File: src/rtl/rf_pkg.sv
// Shared types and default sizing for the parametrised MIPS register file
// and its debug dump engine.
package rf_pkg;

    localparam int DEF_DATA_W   = 32;
    localparam int DEF_ADDR_W   = 5;
    localparam int DEF_LINK_REG = 31;
    localparam int ZERO_REG     = 0;

    typedef enum logic [1:0] {
        IDLE,
        LOAD,
        BEAT,
        DONE
    } dump_state_t;

endpackage

File: src/rtl/rf_dump_ctrl.sv
// Dump engine: walks every register index and presents each value on a
// valid/ready stream, one beat per two cycles, then pulses dump_done.
module rf_dump_ctrl
    import rf_pkg::*;
#(
    parameter int DATA_W   = DEF_DATA_W,
    parameter int ADDR_W   = DEF_ADDR_W,
    parameter int LINK_REG = DEF_LINK_REG
) (
    input  logic              clock,
    input  logic              reset,
    input  logic              dump_start,
    input  logic              dump_ready,
    output logic              dump_valid,
    output logic              dump_busy,
    output logic              dump_done,
    output logic [ADDR_W-1:0] dump_addr,
    output logic [DATA_W-1:0] dump_data,
    output logic [ADDR_W-1:0] array_addr,
    input  logic [DATA_W-1:0] array_data,
    input  logic              gen_we,
    input  logic [ADDR_W-1:0] gen_addr,
    input  logic [DATA_W-1:0] gen_data,
    input  logic              link_we,
    input  logic [DATA_W-1:0] link_data
);

    localparam int DEPTH = 1 << ADDR_W;

    dump_state_t       state;
    dump_state_t       state_next;
    logic [ADDR_W:0]   index;
    logic              last_beat;
    logic              capture;
    logic              accept;
    logic [DATA_W-1:0] load_value;

    assign array_addr = index[ADDR_W-1:0];
    assign last_beat  = (index == (ADDR_W+1)'(DEPTH - 1));

    // A write landing in the LOAD cycle must be visible in the captured beat.
    always_comb begin
        if (array_addr == ADDR_W'(ZERO_REG))
            load_value = '0;
        else if (link_we && array_addr == ADDR_W'(LINK_REG))
            load_value = link_data;
        else if (gen_we && array_addr == gen_addr)
            load_value = gen_data;
        else
            load_value = array_data;
    end

    // NOTE: sequential state uses non-blocking assignments so every flop
    // samples pre-edge values regardless of process ordering.
    always_ff @(posedge clock or posedge reset) begin
        if (reset)
            state <= IDLE;
        else
            state <= state_next;
    end

    // NOTE: every comb output gets a default first so no latch is inferred.
    always_comb begin
        state_next = state;
        case (state)
            IDLE:    if (dump_start) state_next = LOAD;
            LOAD:    state_next = BEAT;
            BEAT:    if (dump_ready) state_next = last_beat ? DONE : LOAD;
            DONE:    state_next = IDLE;
            default: state_next = IDLE;
        endcase
    end

    always_comb begin
        dump_busy = (state != IDLE);
        capture   = (state == LOAD);
        accept    = (state == BEAT) && dump_ready;
    end

    always_ff @(posedge clock or posedge reset) begin
        if (reset) begin
            index      <= '0;
            dump_valid <= 1'b0;
            dump_addr  <= '0;
            dump_data  <= '0;
            dump_done  <= 1'b0;
        end else begin
            dump_done <= (state == DONE);
            if (state == IDLE && dump_start)
                index <= '0;
            if (capture) begin
                dump_valid <= 1'b1;
                dump_addr  <= array_addr;
                dump_data  <= load_value;
            end else if (accept) begin
                dump_valid <= 1'b0;
                if (!last_beat)
                    index <= index + 1'b1;
            end
        end
    end

endmodule

File: src/rtl/param_register_file.sv
// Parametrised MIPS register file: two registered read ports with write
// bypass, general + link write ports, hardwired zero register, dump engine.
module param_register_file
    import rf_pkg::*;
#(
    parameter int DATA_W      = DEF_DATA_W,
    parameter int ADDR_W      = DEF_ADDR_W,
    parameter int LINK_REG    = DEF_LINK_REG,
    parameter int RESET_INDEX = 1
) (
    input  logic              clock,
    input  logic              reset,
    input  logic [ADDR_W-1:0] rs_addr,
    input  logic [ADDR_W-1:0] rt_addr,
    output logic [DATA_W-1:0] rs_data,
    output logic [DATA_W-1:0] rt_data,
    input  logic              reg_write,
    input  logic [ADDR_W-1:0] rd_addr,
    input  logic [DATA_W-1:0] write_data,
    input  logic              link_write,
    input  logic [DATA_W-1:0] link_data,
    input  logic              dump_start,
    output logic              dump_valid,
    input  logic              dump_ready,
    output logic [ADDR_W-1:0] dump_addr,
    output logic [DATA_W-1:0] dump_data,
    output logic              dump_busy,
    output logic              dump_done
);

    localparam int DEPTH = 1 << ADDR_W;

    logic [DATA_W-1:0] regs [DEPTH];
    logic              gen_we;
    logic              link_we;
    logic [ADDR_W-1:0] dump_rd_addr;

    assign gen_we  = reg_write && (rd_addr != ADDR_W'(ZERO_REG));
    assign link_we = link_write && (LINK_REG != ZERO_REG);

    function automatic logic [DATA_W-1:0] read_bypass(input logic [ADDR_W-1:0] addr,
                                                      input logic [DATA_W-1:0] stored);
        if (addr == ADDR_W'(ZERO_REG))
            return '0;
        else if (link_we && addr == ADDR_W'(LINK_REG))
            return link_data;
        else if (gen_we && addr == rd_addr)
            return write_data;
        else
            return stored;
    endfunction

    // NOTE: the array carries a reset image, so it is built from flops
    // rather than a RAM macro; that is what makes the reload possible.
    always_ff @(posedge clock or posedge reset) begin
        if (reset) begin
            for (int i = 0; i < DEPTH; i++)
                regs[i] <= (RESET_INDEX != 0 && i != ZERO_REG) ? DATA_W'(i) : '0;
        end else begin
            for (int i = 1; i < DEPTH; i++) begin
                if (link_we && i == LINK_REG)
                    regs[i] <= link_data;
                else if (gen_we && rd_addr == ADDR_W'(i))
                    regs[i] <= write_data;
            end
        end
    end

    always_ff @(posedge clock or posedge reset) begin
        if (reset) begin
            rs_data <= '0;
            rt_data <= '0;
        end else begin
            rs_data <= read_bypass(rs_addr, regs[rs_addr]);
            rt_data <= read_bypass(rt_addr, regs[rt_addr]);
        end
    end

    rf_dump_ctrl #(
        .DATA_W   (DATA_W),
        .ADDR_W   (ADDR_W),
        .LINK_REG (LINK_REG)
    ) u_dump_ctrl (
        .clock      (clock),
        .reset      (reset),
        .dump_start (dump_start),
        .dump_ready (dump_ready),
        .dump_valid (dump_valid),
        .dump_busy  (dump_busy),
        .dump_done  (dump_done),
        .dump_addr  (dump_addr),
        .dump_data  (dump_data),
        .array_addr (dump_rd_addr),
        .array_data (regs[dump_rd_addr]),
        .gen_we     (gen_we),
        .gen_addr   (rd_addr),
        .gen_data   (write_data),
        .link_we    (link_we),
        .link_data  (link_data)
    );

endmodule
File: config.mk
export PLATFORM = sky130hd
export DESIGN_NAME = param_register_file
export DESIGN_NICKNAME = d
export VERILOG_FILES = /design/src/rtl/rf_pkg.sv /design/src/rtl/rf_dump_ctrl.sv /design/src/rtl/param_register_file.sv
export SDC_FILE = /design/constraint.sdc
export NUM_CORES = 2
export LEC_CHECK = 0
export ABC_CLOCK_PERIOD_IN_PS = 33200
export BUFFER_PORTS_ARGS = -buffer_cell sky130_fd_sc_hd__buf_2
export CAP_MARGIN = 20
export CORE_MARGIN = 5
export CORE_UTILIZATION = 55
export CTS_CLUSTER_SIZE = 14
export DETAILED_ROUTE_END_ITERATION = 6
export GPL_TIMING_DRIVEN = 0
export PLACE_DENSITY = 0.85
export SETUP_SLACK_MARGIN = 0.4
export SKIP_CTS_REPAIR_TIMING = 1
export SLEW_MARGIN = 15
export SYNTH_ARGS = -nofsm -noshare
export SYNTH_HDL_FRONTEND = slang
export SYNTH_SLANG_ARGS = --single-unit
File: constraint.sdc
create_clock -name clock -period 33.2 [get_ports clock]
set_input_delay 4.98 -clock clock [delete_from_list [all_inputs] [get_ports clock]]
set_output_delay 4.98 -clock clock [all_outputs]
set_load 0.03 [all_outputs]
==> flow_summary.json <==
{
  "status": "finished with violations",
  "max_cap_viol_count": 0,
  "grt_pass1_vias": 54600,
  "power.density_nw_per_um2": 67.6,
  "die_area_um2": 127000,
  "synth_cells": 4888,
  "gp_congestion": 1.12,
  "ys_seq_area_share_pct": 42.0,
  "fin_cells": 6970,
  "io_pins": 189,
  "cp-end-kind": "flop",
  "cts_buffers": 121,
  "cp_max_fo": 10,
  "synth_ff_type": "dfrtp_1",
  "wl_per_cell_um": 46.7,
  "final.fill_count": 9134,
  "grt_max_degree": 39,
  "rsz0062_at_grt": "false",
  "core_region_area_um2": 119000,
  "r2r_slack_ps": 28340,
  "via_per_inst": 8.12,
  "drcViolationCount": 3,
  "placementRows": 127,
  "ant_nets": 0,
  "relSlewSlack_pct": 3.96,
  "numClockSinks": 1103,
  "grt.overflow.total": 0,
  "die_y_um": 356,
  "p_leak_nw": 31.1,
  "synth_seq_cells": 1103,
  "hold_path_end": "u_dump_ctrl.dump_valid$_DFFE_PP0P_",
  "final_core_util_pct": 62.2,
  "syn_area_um2": 65900,
  "async_reset_ff_share_pct": 100,
  "yosysWarnings": 32,
  "slew_violations": 0,
  "hold_path_startpoint": "u_dump_ctrl.dump_valid$_DFFE_PP0P_",
  "clockRootBuffer": "clkbuf_16",
  "portBuffers": 144,
  "yosys.area.top_type": "dfrtp_1",
  "timing.final.crit_share_pct": 25.7,
  "synth_enable_flop_cells": 0,
  "synth_area_leaders": "dfrtp_1 (39%), mux4_2 (22%), mux2_2 (16%)",
  "cts_tree": "yes",
  "start_util_pct": 55.2,
  "violations": "design-rule violations",
  "cp.arrival_ps": 9210,
  "syn_to_final_growth_pct": 12.7,
  "path_class": "in -> reg",
  "skew_ps": 53.4,
  "antenna_found_initial": 19,
  "grt_first_pass_wirelength_mm": 440,
  "drtIter0Drc": 10500,
  "dpl.cell_count": 6702,
  "htree_levels": 3,
  "post-place-ws_ps": 24410,
  "rr_endpoint": "u_dump_ctrl.dump_data[25]$_DFFE_PP0P_",
  "worstSetupStartpointType": "input port",
  "irDropWorstVdd_mv": 0.0554,
  "hold_viol": 0,
  "dr_total_vias": 56600,
  "synth_top_area_share_pct": 38.8,
  "nets": 5304,
  "timing.rr.start": "u_dump_ctrl.index[1]$_DFF_PP0_",
  "worstSkewPairLatency_ps": 850,
  "fin_ws_ps": 24660,
  "setup_tns_ps": 0,
  "dr.pass1.iters": 7,
  "reg2reg_depth": 10,
  "wl_mm": 325,
  "worstPathRequired_ps": 33870,
  "avgSynthCellArea_um2": 13.5,
  "hold_path.class": "reg -> reg",
  "p_total_mw": 5.03,
  "yosysUniqueCellTypes": 65,
  "die_x_um": 356,
  "worst_pin_slew_ps": 1440,
  "grt_use_total_pct": 50.8,
  "clkSlewWorstSetupHoldPaths_ps": 60,
  "min_path_cells": 2,
  "hpwl_mm": 237,
  "finalSetupViolCount": 0,
  "syn-num-nets": 4976,
  "final_layout_size_suffix_gt1_share_pct": 45.0,
  "period_minus_slack_ps": 8540,
  "max_freq_ghz": 0.117,
  "clock_path_buffers": 3
}
power breakdown:
part,leakage [nW],internal (mW),switching (mW)
Clock,2.20,0.914,0.627
Sequential,13.9,1.62,0.270
Combinational,14.9,0.726,0.875
cells by family after synthesis:
family	Yosys count	synth area share [%]
muxes	1773	41.0
and+or+nand+nor	673	4.56
adders and majority gates	3	0.0569
xor gates and xnor gates	15	0.199
AOI/OAI and AO/OA	736	7.96
buffers and inverters	585	4.19
DFF	1103	42.0
registers in the layout (all words and copies together) (netlist names):
signal,flops
regs,992
rs_data,32
rt_data,32
u_dump_ctrl.dump_addr,5
u_dump_ctrl.dump_data,32
u_dump_ctrl.dump_done,1
u_dump_ctrl.dump_valid,1
u_dump_ctrl.index,6
u_dump_ctrl.state,2
per-stage QoR:
stage / hold slack (ps) / instance area [µm²]
2_1_floorplan: 434 / 65900
3_3_place_gp: 461 / 68700
3_5_place_dp: 474 / 69700
4_1_cts: 482 / 74200
5_1_grt: 514 / 74300
6_report: 485 / 74300
per-layer routing:
metal / track usage, % / part of all wire [%] / vias to the layer above
met2: 66.0 / 38 / 6311
li1: - / - / 19800
met1: 59.4 / 32 / 28500
met3: 28.7 / 18 / 1935
met4: 44.8 / 12 / 22
met5: 2.64 / 0.10 / -
synth_stat cells (all sizes together) (22+ instances only):
master  instances
a211oi         40
a221oi         55
a22o           39
a22oi         137
a32oi          36
buf           311
clkbuf        231
dfrtp        1023
dfstp          80
inv            42
mux2          954
mux2i         171
mux4          648
nand2         354
nand3          91
nand4          51
nor2           90
nor3           30
o211ai         22
o21ai         226
o221ai         25
o22a           31
o22ai          62
how the worst max path moves through the flow:
stage                           from                     to  slack (ps)  cells past startpoint
after floorplan                reset  regs[101]$_DFFE_PP0P_       13070                      1
final                     rt_addr[3]  rt_data[17]$_DFF_PP0_       24660                      8
after detailed placement  rt_addr[3]  rt_data[12]$_DFF_PP0_       24410                      7
after CTS                 rt_addr[3]  rt_data[12]$_DFF_PP0_       25190                      7
after global routing      rt_addr[3]  rt_data[16]$_DFF_PP0_       25130                      8
after global placement         reset  regs[134]$_DFFE_PP0P_        6740                      2
cells in the final DEF, fill, tap and decap left out, types with 40 or more instances in the layout:
cell	n
o21ai_0	191
clkbuf_16	123
mux2_2	954
a22oi_1	137
o22ai_1	62
nand3_1	91
dfrtp_1	1023
inv_1	41
buf_2	313
mux2i_1	171
a211oi_1	40
clkbuf_1	230
nand2_1	354
nand4_1	51
a221oi_1	55
buf_1	68
buf_4	57
dfstp_2	80
nor2_1	90
mux4_2	648
layout make-up:
class                           instances  area [µm²]  area share, %
Tap cell                             1612        2020           2.71
Buffer                                542        2630           3.54
Clock inverter                         54         893           1.20
Multi-Input combinational cell       3200       35500           47.8
Clock buffer                          172        3550           4.78
Inverter                               43         165          0.222
Timing Repair Buffer                  205        1780           2.40
Sequential cell                      1103       27700           37.3
Antenna cell                           39        97.6          0.131
critical path, stage by stage:
cell and delay, ps:
buf_2 160, buf_2 310, buf_1 1040, nand3b_1 1300
o22ai_1 550, nor3_1 240, a32oi_1 230, a31o_1 380
No activity file was read; power rests on OpenSTA's default activity.
